File: config.mk
export PLATFORM = sky130hd
export DESIGN_NAME = axi_rd_arbiter
export DESIGN_NICKNAME = d
export VERILOG_FILES = /design/src/rtl/axi_arb_pkg.sv /design/src/rtl/rr_arbiter.sv /design/src/rtl/axi_rd_arbiter.sv
export SDC_FILE = /design/constraint.sdc
export NUM_CORES = 1
export LEC_CHECK = 0
export BUFFER_PORTS_ARGS = -buffer_cell sky130_fd_sc_hd__buf_2
export CAP_MARGIN = 20
export CORE_MARGIN = 4
export CORE_UTILIZATION = 44
export CTS_BUF_LIST = sky130_fd_sc_hd__clkbuf_4 sky130_fd_sc_hd__clkbuf_8 sky130_fd_sc_hd__clkbuf_16
export CTS_CLUSTER_SIZE = 10
export DETAILED_ROUTE_END_ITERATION = 12
export HOLD_SLACK_MARGIN = 0.06
export PLACE_DENSITY = 0.95
export RECOVER_POWER = 50
export REMOVE_ABC_BUFFERS = 1
export SLEW_MARGIN = 20
export SYNTH_ARGS = -nofsm -noshare
export SYNTH_HDL_FRONTEND = slang
export SYNTH_SLANG_ARGS = --single-unit
File: constraint.sdc
create_clock -name clock -period 7.15 [get_ports clock]
set_input_delay 1.43 -clock clock [delete_from_list [all_inputs] [get_ports clock]]
set_output_delay 1.43 -clock clock [all_outputs]
set_load 0.02 [all_outputs]
File: src/rtl/axi_arb_pkg.sv
// rtl/axi_arb_pkg.sv - shared types and AXI field constants for the read-channel arbiter
package axi_arb_pkg;

    typedef enum logic [1:0] {
        IDLE = 2'd0,
        ADDR = 2'd1,
        DATA = 2'd2
    } arb_state_e;

    localparam int AXI_LEN_W   = 8;
    localparam int AXI_SIZE_W  = 3;
    localparam int AXI_BURST_W = 2;

    localparam logic [AXI_BURST_W-1:0] BURST_FIXED = 2'b00;
    localparam logic [AXI_BURST_W-1:0] BURST_INCR  = 2'b01;
    localparam logic [AXI_BURST_W-1:0] BURST_WRAP  = 2'b10;

    localparam logic [1:0] RESP_OKAY = 2'b00;

endpackage

File: src/rtl/rr_arbiter.sv
// rtl/rr_arbiter.sv - N-way one-hot grant; round-robin when AXI_ARB_RR_EN is defined, else fixed priority
module rr_arbiter #(
    parameter int N     = 2,
    parameter int IDX_W = $clog2(N)
) (
    input  logic             clock,
    input  logic             reset,
    input  logic [N-1:0]     req,
    input  logic             advance,
    input  logic [IDX_W-1:0] last_idx,
    output logic [N-1:0]     grant,
    output logic [IDX_W-1:0] grant_idx
);

`ifdef AXI_ARB_RR_EN
    logic [IDX_W-1:0] ptr;

    // Pointer moves past the master that just finished, so it gets lowest priority next.
    always_ff @(posedge clock or posedge reset) begin
        if (reset) begin
            ptr <= '0;
        end else if (advance) begin
            ptr <= (int'(last_idx) == N-1) ? '0 : last_idx + 1'b1;
        end
    end

    always_comb begin
        int  idx;
        logic found;
        grant     = '0;
        grant_idx = '0;
        found     = 1'b0;
        idx       = 0;
        for (int k = 0; k < N; k++) begin
            idx = int'(ptr) + k;
            if (idx >= N) idx = idx - N;
            if (!found && req[idx]) begin
                found          = 1'b1;
                grant[idx]     = 1'b1;
                grant_idx      = IDX_W'(idx);
            end
        end
    end
`else
    logic unused_rr;
    assign unused_rr = ^{clock, reset, advance, last_idx};

    // Descending scan so the lowest requesting index is the last (winning) write.
    always_comb begin
        grant     = '0;
        grant_idx = '0;
        for (int i = N-1; i >= 0; i--) begin
            if (req[i]) begin
                grant     = '0;
                grant[i]  = 1'b1;
                grant_idx = IDX_W'(i);
            end
        end
    end
`endif

endmodule

File: src/rtl/axi_rd_arbiter.sv
// rtl/axi_rd_arbiter.sv - N-master AXI read (AR+R) arbiter, one outstanding burst; AXI_ARB_RR_EN selects round-robin
module axi_rd_arbiter
    import axi_arb_pkg::*;
#(
    parameter int N_MASTER = 2,
    parameter int ADDR_W   = 32,
    parameter int DATA_W   = 32,
    parameter int ID_W     = 4
) (
    input  logic                            clock,
    input  logic                            reset,
    input  logic [N_MASTER-1:0]             m_arvalid,
    output logic [N_MASTER-1:0]             m_arready,
    input  logic [N_MASTER*ADDR_W-1:0]      m_araddr,
    input  logic [N_MASTER*ID_W-1:0]        m_arid,
    input  logic [N_MASTER*AXI_LEN_W-1:0]   m_arlen,
    input  logic [N_MASTER*AXI_SIZE_W-1:0]  m_arsize,
    input  logic [N_MASTER*AXI_BURST_W-1:0] m_arburst,
    output logic [N_MASTER-1:0]             m_rvalid,
    input  logic [N_MASTER-1:0]             m_rready,
    output logic [DATA_W-1:0]               m_rdata,
    output logic [1:0]                      m_rresp,
    output logic                            m_rlast,
    output logic [ID_W-1:0]                 m_rid,
    output logic                            s_arvalid,
    input  logic                            s_arready,
    output logic [ADDR_W-1:0]               s_araddr,
    output logic [ID_W-1:0]                 s_arid,
    output logic [AXI_LEN_W-1:0]            s_arlen,
    output logic [AXI_SIZE_W-1:0]           s_arsize,
    output logic [AXI_BURST_W-1:0]          s_arburst,
    input  logic                            s_rvalid,
    output logic                            s_rready,
    input  logic [DATA_W-1:0]               s_rdata,
    input  logic [1:0]                      s_rresp,
    input  logic                            s_rlast,
    input  logic [ID_W-1:0]                 s_rid,
    output logic                            len_err
);

    localparam int IDX_W = $clog2(N_MASTER);

    arb_state_e               state, state_nxt;
    logic [IDX_W-1:0]         g_q, win_idx;
    logic [N_MASTER-1:0]      win_oh;
    logic                     any_req, beat, last_beat;
    logic [ADDR_W-1:0]        addr_q;
    logic [ID_W-1:0]          id_q;
    logic [AXI_LEN_W-1:0]     len_q, beat_cnt;
    logic [AXI_SIZE_W-1:0]    size_q;
    logic [AXI_BURST_W-1:0]   burst_q;
    logic                     ovf_seen;

    assign any_req   = |m_arvalid;
    assign beat      = (state == DATA) && s_rvalid && s_rready;
    assign last_beat = beat && s_rlast;

    rr_arbiter #(
        .N     (N_MASTER),
        .IDX_W (IDX_W)
    ) u_rr (
        .clock     (clock),
        .reset     (reset),
        .req       (m_arvalid),
        .advance   (last_beat),
        .last_idx  (g_q),
        .grant     (win_oh),
        .grant_idx (win_idx)
    );

    always_comb begin
        state_nxt = state;
        m_arready = '0;
        m_rvalid  = '0;
        s_arvalid = 1'b0;
        s_rready  = 1'b0;
        case (state)
            IDLE: begin
                if (any_req) begin
                    m_arready = reset ? '0 : win_oh;
                    state_nxt = ADDR;
                end
            end
            ADDR: begin
                s_arvalid = 1'b1;
                if (s_arready) state_nxt = DATA;
            end
            DATA: begin
                s_rready      = m_rready[g_q];
                m_rvalid[g_q] = s_rvalid;
                if (s_rvalid && m_rready[g_q] && s_rlast) state_nxt = IDLE;
            end
            default: state_nxt = IDLE;
        endcase
    end

    assign s_araddr  = addr_q;
    assign s_arid    = id_q;
    assign s_arlen   = len_q;
    assign s_arsize  = size_q;
    assign s_arburst = burst_q;

    assign m_rdata = s_rdata;
    assign m_rresp = s_rresp;
    assign m_rlast = s_rlast;
    assign m_rid   = s_rid;

    always_ff @(posedge clock or posedge reset) begin
        if (reset) begin
            state    <= IDLE;
            g_q      <= '0;
            addr_q   <= '0;
            id_q     <= '0;
            len_q    <= '0;
            size_q   <= '0;
            burst_q  <= '0;
            beat_cnt <= '0;
            ovf_seen <= 1'b0;
            len_err  <= 1'b0;
        end else begin
            state   <= state_nxt;
            len_err <= 1'b0;
            case (state)
                IDLE: begin
                    if (any_req) begin
                        g_q     <= win_idx;
                        addr_q  <= m_araddr[win_idx*ADDR_W +: ADDR_W];
                        id_q    <= m_arid[win_idx*ID_W +: ID_W];
                        len_q   <= m_arlen[win_idx*AXI_LEN_W +: AXI_LEN_W];
                        size_q  <= m_arsize[win_idx*AXI_SIZE_W +: AXI_SIZE_W];
                        burst_q <= m_arburst[win_idx*AXI_BURST_W +: AXI_BURST_W];
                    end
                end
                ADDR: begin
                    if (s_arready) begin
                        beat_cnt <= '0;
                        ovf_seen <= 1'b0;
                    end
                end
                DATA: begin
                    if (beat) begin
                        beat_cnt <= beat_cnt + 1'b1;
                        // One error report per burst: an overrun already flagged suppresses the rlast check.
                        if (s_rlast) begin
                            len_err <= (beat_cnt != len_q) && !ovf_seen;
                        end else if ((beat_cnt == len_q) && !ovf_seen) begin
                            len_err  <= 1'b1;
                            ovf_seen <= 1'b1;
                        end
                    end
                end
                default: ;
            endcase
        end
    end

endmodule

==> reports/summary.txt, run 1 <==
Status = finished with violations
Failing checks = capacitance limit, slew limit
Post-place setup slack = 2.964 ns
DRT Wirelength = 9601 um
Drt drc = 0
GRT overflow = 0
Initial DRC count = 84
H-Tree Level Count = 3
Final hold violation count = 0
Via count = 2774
Area growth from synthesis to layout = 21.48%
Skew-Pair Late Insertion Delay = 0.33 ns
Cell total after placement = 545
Detail Placement HPWL = 7779 um
Worst hold path type = flip-flop to flip-flop
GRT Util Overall = 0.2151
Min Clock Period, post-route = 4.235 ns
Max Clk Rate = 0.2361 GHz
Crit path largest cell delay = 2.28 ns
Rows = 31
Largest net degree at the start of global routing = 100
Initial DRT Pass Iterations = 4
Max Cap Viol = 1
Die W = 94.88 um
Worst VDD drop = 183.1 uV
Post-synth top area cell = dfrtp_1
Seq cells post-synth = 62
Critical Path, Cell by Cell = buf_2 -> inv_1 -> clkbuf_1
Setup TNS = 0 ns
Slowest cell on the critical path = clkbuf_1
Mean Syn Cell Area = 9.912 um^2
Hold WS = 0.4817 ns
Cts repair resizes = 0
Post-synthesis cell type count = 35
WL per Instance = 17.11 um
CTS tree = built
Crit Path Max Fanout = 62
Die ar. = 9001 um^2
Max transition margin = -1.126
Tcrit/Tclk final = 0.5923
Via density = 4.945
Port-buffer cells = 163
Gate Count Post-Synth = 335
Initial Utilization = 0.4554
RSZ-0062 raised after global routing = false
Post-synth top area share = 0.4672
Routability congestion estimate from global placement = 0.9124
Critical path class = input pin to async pin
Synth area leaders = dfrtp_1 (47%), mux2i_1 (16%), buf_4 (9.7%)
Total power = 1.517 mW
Power Dens Cells = 376.1 nW/um^2
I/O pin total = 240
Die height = 94.88 um
Final non-filler cell total = 561
Skew final = 0.01081 ns
Register area share after synthesis = 0.4672
N_diodes = 0
Clock-pin slew on the worst setup and hold paths = 0.07 ns
Root buf cell = clkbuf_8
Number of global-route vias before repair = 2812
Post-CTS setup buffer count = 0
Sink Count = 62
Num CTS Buffers = 9
Post-DRT Antenna Nets = 0
Final WS setup = 2.915 ns
Deepest clock path buffer count = 2
Final nets = 603
Global-route wire length before repair = 14220 um
Arr. time, crit path = 3.95 ns
Final setup vio count = 0
Cell Area, Synth = 3321 um^2
Critical Path Sink Type = async pin
Yosys warns = 0
Hold Path Depth = 2
R2r worst-path depth = 4
Slew Limit Fails = 63
LEAKAGE = 2.022 nW
Core Box Area = 7292 um^2
Share of layout cells above drive strength 1 = 0.3160
CP Data Required Time = 6.87 ns
Initial antenna violation count = 0
Least-Margin Pin Slew = 3.189 ns
Crit path launch type = input pin
Hold_buf cts = 0
[final cells by class]
class / count / area (um^2)
fill: 686 / 3258
sequential: 62 / 1551
tap: 99 / 123.9
inverter: 2 / 7.507
clock buffer: 12 / 152.6
clock inverter: 4 / 22.52
multi-input combinational: 216 / 1389
timing repair buffer: 166 / 787.0
[per-stage QoR]
stage	cell area, um^2	util
5_1_grt	4034	0.5532
3_5_place_dp	3925	0.5383
2_1_floorplan	2948	-
6_report	4034	0.5532
3_3_place_gp	3925	0.5383
4_1_cts	4100	0.5623
[sequential cells by signal, indices dropped and copies added (netlist names)]
signal,cells
s_arburst,2
ovf_seen,1
beat_cnt,8
g_q,1
s_arlen,8
state,2
s_arsize,3
s_araddr,32
s_arid,4
len_err,1
[placed cells by master (no fill, tap or decap), types with 2 or more instances in the layout]
| cell | Yosys | routed |
|---|---|---|
| nor3b_1 | 2 | 2 |
| nor2_1 | 6 | 6 |
| and3_1 | 2 | 2 |
| xnor2_1 | 2 | 2 |
| mux2_1 | 1 | 2 |
| buf_2 | 4 | 125 |
| clkbuf_4 | 0 | 2 |
| xor2_1 | 10 | 10 |
| nor4b_1 | 0 | 2 |
| nand2_1 | 59 | 60 |
| a21oi_1 | 2 | 2 |
| mux2i_1 | 52 | 52 |
| buf_4 | 43 | 2 |
| nor3_1 | 2 | 2 |
| o21ai_0 | 48 | 48 |
| inv_1 | 2 | 2 |
| nor4_1 | 2 | 2 |
| nand3_1 | 3 | 3 |
| o21ai_1 | 5 | 5 |
| clkbuf_8 | 0 | 10 |
| nand2b_1 | 3 | 3 |
| clkinv_2 | 0 | 3 |
| dfrtp_1 | 62 | 62 |
| nand4_1 | 2 | 2 |
| clkbuf_1 | 8 | 39 |
[worst max-delay path, delay by kind of cell]
kind                   cells  cell delay (ns)
buffers and inverters      3             2.49
[cell families after synthesis]
logic type | after synthesis | share of synthesized area
compound gates | 59 | 0.09269
mux | 54 | 0.1635
flops | 62 | 0.4672
buf+inv | 57 | 0.1145
xor+xnor | 12 | 0.03165
fa+ha+maj | 1 | 0.003767
simple gates | 90 | 0.1266
[power by group]
part / switching, mW / internal (mW)
logic: 0.435 / 0.204
clock network: 0.128 / 0.141
registers: 0.108 / 0.501
total: 0.671 / 0.846
[per-layer routing]
metal / GRT usage / part of all wire
met4: 0.06250 / 0.0097
met5: 0.05952 / 0.0065
met2: 0.3030 / 0.42
met3: 0.1458 / 0.15
met1: 0.2610 / 0.41
[synthesized netlist by cell type, drive strengths merged]
library cell  instances
nor3                  2
and3b                 1
nand2                60
nand3b                1
mux2                  2
nor3b                 2
nor4                  2
nand3                 3
nor2                  7
and3                  2
o21ai                54
a31oi                 1
inv                   2
a21oi                 2
xor2                 10
dfrtp                62
nor4b                 2
a32o                  1
clkbuf                8
and4                  1
ha                    1
and2                  1
nor2b                 1
o31ai                 1
mux2i                52
nand4                 2
xnor2                 2
buf                  47
nand2b                3
[path summary, 6_finish.rpt]
check / start / to / slack (ns)
max in group clock: m_arvalid[1] / m_arready[1] / 2.92
worst min register to register: s_araddr[0]$_DFFE_PP0P_ / s_araddr[0]$_DFFE_PP0P_ / 0.48
worst min-delay path: s_araddr[0]$_DFFE_PP0P_ / s_araddr[0]$_DFFE_PP0P_ / 0.48
worst max register to register: state[1]$_DFFE_PP0P_ / s_araddr[20]$_DFFE_PP0P_ / 5.44
worst max-delay path: reset / beat_cnt[1]$_DFFE_PP0P_ / 2.92
min in group asynchronous: reset / s_arsize[0]$_DFFE_PP0P_ / 2.44
(Power assumes the default switching activity.)
==> run 2, diff against run 1 <==
Settings changed: CORE_UTILIZATION 44 to 41, PLACE_DENSITY 0.95 to 0.92.
Clock period 7.15 ns to 4 ns, I/O delays scaled along.
==> run 2 against run 1 <==
  * The run now ends clean
  * Hold slack lost 0.12 ns
  * Sequential cell count is the same
  * Routed wire length grew 2.0%
  * Sequential share of layout area shrank 0.46 points
  * Combinational power grew 86%
  * Core utilization shrank 3.0 points
  * Die area grew 6.7%
  * Cell area grew 1.2%
  * Highest routed layer unchanged
==> reports/summary.txt, run 2 (synthesized netlist as in run 1, its figures left out) <==
Status = finished, final reports clean
Max Cap Viol = 0
Worst VDD drop = 339.1 uV
Met1 usage = 0.2265
P_sw = 1.195 mW
Number of global-route vias before repair = 2915
Post-DRT Antenna Nets = 0
Tcrit/Tclk final = 0.5740
Die height = 98.00 um
LEAKAGE = 2.144 nW
Hold_buf cts = 0
GRT overflow = 0
Seq pwr share = 0.393
Sink Count = 62
Max FFs per register = 32
Skew-Pair Late Insertion Delay = 0.33 ns
Final core utilization = 0.5229
Final nets = 603
Clock share of power = 0.175
CP delay by family, top = multiplexers
Arr. time, crit path = 1.50 ns
RSZ-0062 raised after global routing = false
CTS tree = built
Final hold violation count = 0
Max Clk Rate = 0.4355 GHz
H-Tree Level Count = 3
Die W = 98.00 um
CP Buf/Inv Count = 2
Cell total after placement = 548
CP Data Required Time = 3.20 ns
Slew Limit Fails = 0
M3 GR Usage = 0.1764
Via density = 4.952
Slowest cell on the critical path = mux2i_1
Initial antenna violation count = 1
Most frequent cells in the layout = buf_2 (162), dfrtp_1 (62), nand2_1 (60), mux2i_1 (52), o21ai_0 (48)
Worst hold path type = input pin to async pin
GRT Util Overall = 0.2076
Met2 Use GR = 0.2984
Logic gate share of total power = 0.432
Global-route wire length before repair = 15280 um
I/O pin total = 240
Least-Margin Pin Slew = 1.491 ns
Share of layout cells above drive strength 1 = 0.3961
Critical Path Sink Type = primary output
Busiest grt layer = met2
Critical path class = input pin to primary output
Via count = 2793
Min Clock Period, post-route = 2.296 ns
Crit path launch type = input pin
FILL cells = 724
Post-CTS setup buffer count = 0
DRT Wirelength = 9794 um
Clock-pin slew on the worst setup and hold paths = 0.06 ns
Die ar. = 9603 um^2
Final setup vio count = 0
Initial DRC count = 78
Cts repair resizes = 0
Max transition margin = 0.005779
Switch share = 0.4341
Drt drc = 0
Skew final = 0.01289 ns
WL per Instance = 17.37 um
Power Dens Cells = 674.5 nW/um^2
Int Power = 1.558 mW
Crit path largest cell delay = 0.34 ns
Total power = 2.754 mW
Deepest clock path buffer count = 2
Root buf cell = clkbuf_8
Port-buffer cells = 163
Routability congestion estimate from global placement = 0.8560
Crit Path Max Fanout = 5
Initial Utilization = 0.4253
Initial DRT Pass Iterations = 4
Num CTS Buffers = 9
N_diodes = 0
Largest net degree at the start of global routing = 100
Detail Placement HPWL = 7819 um
Rows = 32
Final non-filler cell total = 564
Area growth from synthesis to layout = 22.95%
Most common cell after layout, fill and taps aside = buf_2
Core Box Area = 7807 um^2
Critical Path, Cell by Cell = clkbuf_1 -> mux2i_1 -> nor3b_1 -> buf_2
## run 2: changes by cell type in the layout (fill, tap and decap cells not counted)
cell	before	now
buf_2	125	162
clkbuf_1	39	1
clkbuf_2	0	1
nor2_1	6	7
nor2_2	1	0
## run 2: final timing paths
kind                                       start                       to  slack [ns]  depth (start not counted)
max in group asynchronous                  reset        len_err$_DFF_PP0_        1.95                          3
min                                        reset          g_q$_DFFE_PP0P_        0.36                          2
min in group clock         s_arid[3]$_DFFE_PP0P_    s_arid[3]$_DFFE_PP0P_        0.48                          2
min reg2reg                s_arid[3]$_DFFE_PP0P_    s_arid[3]$_DFFE_PP0P_        0.48                          2
max reg2reg                 state[1]$_DFFE_PP0P_  s_araddr[3]$_DFFE_PP0P_        2.24                          4
max                                  m_rready[1]                 s_rready        1.70                          4
## run 2: layer usage
metal / wire (um) / vias to the layer above
met1: 3668 / 1259
met4: 131 / 4
met5: 71 / -
met3: 1750 / 15
li1: - / 1351
met2: 4171 / 164
## run 2: final cells by class
cell class,count,area [um^2],share of cell area
well taps,102,127.6,0.03126
flip-flops and latches,62,1551,0.3800
clock buffers,12,152.6,0.03739
multi-input cells,216,1386,0.3396
repair buffers,166,834.6,0.2044
inverters,2,7.507,0.001839
clock inverters,4,22.52,0.005516
## run 2: stage by stage
stage / hold WS, ns / setup slack (ns) / TNS (ns) / cell area, um^2
finish: 0.3642 / 1.704 / 0 / 4083
global route: 0.3488 / 1.605 / 0 / 4083
detailed placement: 0.4647 / 1.631 / 0 / 3929
floorplan: 0.4732 / -1.303 / -30.71 / 2948
global placement: 0.4593 / 1.681 / 0 / 3929
CTS: 0.3203 / 1.621 / 0 / 4104
## run 2: power groups by stage
stage / registers, mW / logic [mW] / clock network, mW
floorplan: 1.37 / 0.470 / 0
global placement: 1.08 / 1.17 / 0
detailed placement: 1.09 / 1.22 / 0
CTS: 1.09 / 1.22 / 0.498
global route: 1.12 / 1.32 / 0.531
finish: 1.08 / 1.19 / 0.482
## run 2: worst reg2reg max path: stages (launching register included)
cell,delay (ns)
dfrtp_1,0.44
nor2_1,0.15
o21ai_4,0.08
buf_4,0.65
o21ai_0,0.28
